===== src/rtl/uart_pkg.sv =====
// Shared types and constants for the byte-packed UART transmit path.
package uart_pkg;

  typedef enum logic [1:0] {
    IDLE  = 2'd0,
    START = 2'd1,
    DATA  = 2'd2,
    STOP  = 2'd3
  } uart_tx_state_t;

  localparam int unsigned UART_DATA_BITS     = 8;
  localparam logic [15:0] UART_DEFAULT_WTIME = 16'h364;

endpackage


===== src/rtl/uart_word_transmitter.sv =====
// 8N1 UART transmitter: sends a BYTES-wide word LSB-byte first over tx,
// each bit held WTIME clocks, with a valid/ready intake handshake.
module uart_word_transmitter
  import uart_pkg::*;
#(
  parameter logic [15:0] WTIME = UART_DEFAULT_WTIME,
  parameter int unsigned BYTES = 1
) (
  input  logic                             clk,
  input  logic                             rst,
  input  logic [BYTES*UART_DATA_BITS-1:0]  data,
  input  logic                             valid,
  output logic                             ready,
  output logic                             tx,
  output logic                             busy
);

  localparam int unsigned WORD_W = BYTES * UART_DATA_BITS;
  localparam int unsigned BIT_W  = $clog2(UART_DATA_BITS);
  localparam int unsigned BYTE_W = (BYTES > 1) ? $clog2(BYTES) : 1;

  uart_tx_state_t      state, state_d;
  logic [15:0]         baud_cnt, baud_cnt_d;
  logic [BIT_W-1:0]    bit_idx, bit_idx_d;
  logic [BYTE_W-1:0]   byte_idx, byte_idx_d;
  logic [WORD_W-1:0]   word, word_d;
  logic                ready_d, busy_d, tx_d;
  logic                baud_end_c;

  assign baud_end_c = (baud_cnt == (WTIME - 16'd1));

  // State and registered outputs; tx idles high straight out of reset.
  always_ff @(posedge clk or posedge rst) begin
    if (rst) begin
      state    <= IDLE;
      baud_cnt <= '0;
      bit_idx  <= '0;
      byte_idx <= '0;
      word     <= '0;
      ready    <= 1'b0;
      busy     <= 1'b0;
      tx       <= 1'b1;
    end else begin
      state    <= state_d;
      baud_cnt <= baud_cnt_d;
      bit_idx  <= bit_idx_d;
      byte_idx <= byte_idx_d;
      word     <= word_d;
      ready    <= ready_d;
      busy     <= busy_d;
      tx       <= tx_d;
    end
  end

  // Next-state logic; the word shifts right once per data bit so word[0]
  // is always the bit on the line and the next byte slides into place.
  always_comb begin
    state_d    = state;
    baud_cnt_d = baud_cnt;
    bit_idx_d  = bit_idx;
    byte_idx_d = byte_idx;
    word_d     = word;
    ready_d    = ready;
    busy_d     = busy;
    tx_d       = 1'b1;

    unique case (state)
      IDLE: begin
        ready_d = 1'b1;
        busy_d  = 1'b0;
        if (valid && ready) begin
          word_d     = data;
          byte_idx_d = '0;
          baud_cnt_d = '0;
          state_d    = START;
          ready_d    = 1'b0;
          busy_d     = 1'b1;
        end
      end

      START: begin
        if (baud_end_c) begin
          baud_cnt_d = '0;
          bit_idx_d  = '0;
          state_d    = DATA;
        end else begin
          baud_cnt_d = baud_cnt + 16'd1;
        end
      end

      DATA: begin
        if (baud_end_c) begin
          baud_cnt_d = '0;
          word_d     = word >> 1;
          if (bit_idx == BIT_W'(UART_DATA_BITS - 1)) begin
            state_d = STOP;
          end else begin
            bit_idx_d = bit_idx + BIT_W'(1);
          end
        end else begin
          baud_cnt_d = baud_cnt + 16'd1;
        end
      end

      STOP: begin
        if (baud_end_c) begin
          baud_cnt_d = '0;
          if (byte_idx != BYTE_W'(BYTES - 1)) begin
            byte_idx_d = byte_idx + BYTE_W'(1);
            state_d    = START;
          end else begin
            state_d = IDLE;
            ready_d = 1'b1;
            busy_d  = 1'b0;
          end
        end else begin
          baud_cnt_d = baud_cnt + 16'd1;
        end
      end

      default: state_d = IDLE;
    endcase

    // Line level follows the state being entered, so tx leads by no cycle.
    unique case (state_d)
      START:   tx_d = 1'b0;
      DATA:    tx_d = word_d[0];
      default: tx_d = 1'b1;
    endcase
  end

endmodule


===== config.mk =====
export PLATFORM = sky130hd
export DESIGN_NAME = uart_word_transmitter
export DESIGN_NICKNAME = d
export VERILOG_FILES = /design/src/rtl/uart_pkg.sv /design/src/rtl/uart_word_transmitter.sv
export SDC_FILE = /design/constraint.sdc
export NUM_CORES = 1
export LEC_CHECK = 0
export ABC_AREA = 1
export CELL_PAD_IN_SITES_DETAIL_PLACEMENT = 1
export CELL_PAD_IN_SITES_GLOBAL_PLACEMENT = 2
export CORE_MARGIN = 2
export CORE_UTILIZATION = 37
export DETAILED_ROUTE_END_ITERATION = 7
export PLACE_DENSITY = 0.82
export SETUP_SLACK_MARGIN = 0.5
export SYNTH_ARGS = -nofsm -noshare
export SYNTH_HDL_FRONTEND = slang
export SYNTH_SLANG_ARGS = --single-unit

===== constraint.sdc =====
create_clock -name clk -period 4.3 [get_ports clk]
set_input_delay 0.86 -clock clk [delete_from_list [all_inputs] [get_ports clk]]
set_output_delay 0.86 -clock clk [all_outputs]
set_load 0.01 [all_outputs]

==> metrics.md <==
| Metric | Value |
|---|---|
| CTS buffer count | `5` |
| Port Buf Inserts | `13` |
| Share of layout cells above drive strength 1 | `14.0%` |
| Synthesized cell area | `1910 µm²` |
| Top cell family by delay on the critical path | `buffers and inverters` |
| Worst R2R Start | `baud_cnt[0]$_DFFE_PP0P_` |
| Final wirelength | `4.68 mm` |
| Hold endpoint | `word[7]$_DFFE_PP0P_` |
| DR iter-0 viols | `55` |
| Post-CTS setup buffer count | `0` |
| FF-to-FF End | `bit_idx[2]$_DFFE_PP0P_` |
| Peak supply drop | `0.123 mV` |
| DR WL/cell | `14.3 µm` |
| R2R Setup Slk | `2.56 ns` |
| Synth Instances | `240` |
| Final Setup Violations | `0` |
| CP peak stage delay | `0.56 ns` |
| Crit path DAT | `1.36 ns` |
| Hold-fix buffers, CTS | `0` |
| Seq cells post-synth | `32` |
| R2r worst-path depth | `10` |
| Clock Latency Late Sink | `0.29 ns` |
| Critical path's slowest cell | `clkdlybuf4s50_1` |
| Tot Pwr | `0.609 mW` |
| Total Routing Usage GR | `17.6%` |
| Ys Warns | `0` |
| Min-delay worst type | `reg -> reg` |
| # diodes | `0` |
| Hold path startpoint | `word[7]$_DFFE_PP0P_` |
| Period utilisation layout | `51.5%` |
| Final hold vios | `0` |
| RD Place Congestion | `0.736` |
| Overflow after GRT | `0` |
| Initial core utilization | `37.9%` |
| Remaining DRCs | `0` |
| Worst Tran Pin Value | `0.517 ns` |
| Initial antenna violation count | `0` |
| Hold Crit Depth | `2` |
| Clk sink count | `32` |
| Post-CTS sizing | `0` |
| Status | `finished clean` |
| Max Slew Vio Count | `0` |
| First-pass GRT wire length | `8.07 mm` |
| Max Cap Violations | `0` |
| Register area share after synthesis | `41.9%` |
| Library cells used by synthesis | `36` |
| Max-slew headroom | `65.5%` |
| Unrepaired setup endpoints after global routing | `no` |
| CP Class | `reg -> out` |
| H-tree Lvls | `2` |
| Crit end category | `output port` |
| Vias per cell | `4.87` |
| Setup TNS Final | `0 ns` |
| Drt pass-1 iters | `4` |
| Crit-path cells | `clkdlybuf4s50_1` |
| Largest net degree at the start of global routing | `33` |
| Row cnt | `26` |
| I/O pins | `14` |
| Crit start category | `flop` |
| Pwr Density | `276 nW/µm²` |
| Buf/Inv on CP | `1` |
| Via count | `1597` |
| Fin nets | `271` |
| DRT antenna net count | `0` |
| Syn-to-layout area delta | `15.4%` |
| DPL Wire Length | `3.46 mm` |
| Critical Path RT | `3.44 ns` |
| Post-synth net total | `254` |
| Core area | `5040 µm²` |
| Fmax | `451 MHz` |
| Die Height | `75.9 µm` |
| Post-Synthesis Mean Instance Area | `7.97 µm²` |
| Full die area | `5760 µm²` |
| Die span in x | `75.9 µm` |
| CTS tree | `done` |
| Vias in the first global route | `1698` |
| Clock transition at the registers of the reported paths | `0.07 ns` |
| Root Driver | `clkbuf_8` |
| Leakage | `1.03 nW` |
| Crit-path max FO | `1` |
| CTS max path bufs | `2` |
| Fin Clk Skew | `0.0148 ns` |
| Final worst path period need | `2.22 ns` |
-- cells in the mapped netlist, drive strengths merged --
cell,number,area [µm²]
o22ai,1,6.26
o21a,1,7.51
clkbuf,1,5.00
nor3,2,15.0
nand3b,3,35.0
o211ai,1,7.51
inv,29,116
nor2,27,158
o21ai,21,105
nand3,37,203
o31ai,1,7.51
nand2,67,297
dfrtp,31,776
nand4,2,12.5
dfstp,1,26.3
a21oi,1,5.00
buf,3,33.8
clkinv,2,8.75
a21o,1,7.51
a22o,1,8.76
ha,3,37.5
xor2,4,35.0
-- power breakdown --
part	total [mW]	internal (mW)	switching, mW
registers	0.301	0.301	0
clock network	0.292	0.172	0.120
logic	0.0167	0.00863	0.00811
-- registers in the layout (all words and copies together) (netlist names) --
register  flops
baud_cnt     16
word          8
bit_idx       3
state         2
busy          1
ready         1
tx            1
-- metal layers --
| layer | global-route usage, % | vias up | part of all wire (%) |
|---|---|---|---|
| met1 | 21.6 | 767 | 44 |
| met4 | 5.45 | 0 | 1.4 |
| met3 | 3.33 | 7 | 2.1 |
| li1 | - | 806 | - |
| met5 | 0 | - | 0 |
| met2 | 31.2 | 17 | 52 |
-- placed cells by master, fill, tap and decap left out, drive strengths merged, types with 3 or more instances in the layout --
master / Yosys / routed
o21ai: 21 / 21
clkinv: 2 / 3
nor2: 27 / 27
inv: 29 / 29
clkdlybuf4s50: 0 / 13
nand3b: 3 / 3
ha: 3 / 3
dfrtp: 31 / 31
nand3: 37 / 37
clkbuf: 1 / 6
xor2: 4 / 4
nand2: 67 / 67
-- worst max path at each step --
stage,endpoint,slack [ns],depth (start not counted),startpoint
6_report,tx,2.08,1,tx$_DFF_PP1_
5_1_grt,baud_cnt[1]$_DFFE_PP0P_,2.01,5,valid
4_1_cts,tx,2.06,1,tx$_DFF_PP1_
3_5_place_dp,baud_cnt[1]$_DFFE_PP0P_,1.79,5,valid
3_3_place_gp,baud_cnt[1]$_DFFE_PP0P_,1.81,5,valid
2_1_floorplan,baud_cnt[0]$_DFFE_PP0P_,2.75,1,rst
-- logic make-up after synthesis --
kind of cell,after synthesis,share of synthesized area (%)
simple gates,138,37.6
buf+inv,35,8.57
flops,32,41.9
compound gates,28,8.11
xor+xnor,4,1.83
fa+ha+maj,3,1.96
-- stage by stage --
stage	utilization (%)	area, µm²	hold slack, ns	setup slack, ns	instances
2_1_floorplan	-	1910	0.453	2.75	240
3_3_place_gp	41.6	2100	0.485	1.81	320
3_5_place_dp	41.6	2100	0.489	1.79	320
4_1_cts	43.8	2210	0.506	2.06	328
5_1_grt	43.8	2210	0.528	2.01	328
6_report	43.8	2210	0.503	2.08	328
-- tightest hold or removal path, cell delays in order (launching register included) --
cell     delay [ns]
dfrtp_1        0.35
nand3_1        0.07
nand2_1        0.05
-- cell type report --
| class | count | area (µm²) |
|---|---|---|
| clock inverters | 2 | 35.0 |
| fillers | 639 | 2840 |
| inverters | 31 | 125 |
| repair buffers | 14 | 138 |
| clock buffers | 6 | 72.6 |
| multi-input cells | 173 | 947 |
| well taps | 70 | 87.6 |
| flip-flops and latches | 32 | 802 |
(Power assumes the default switching activity.)
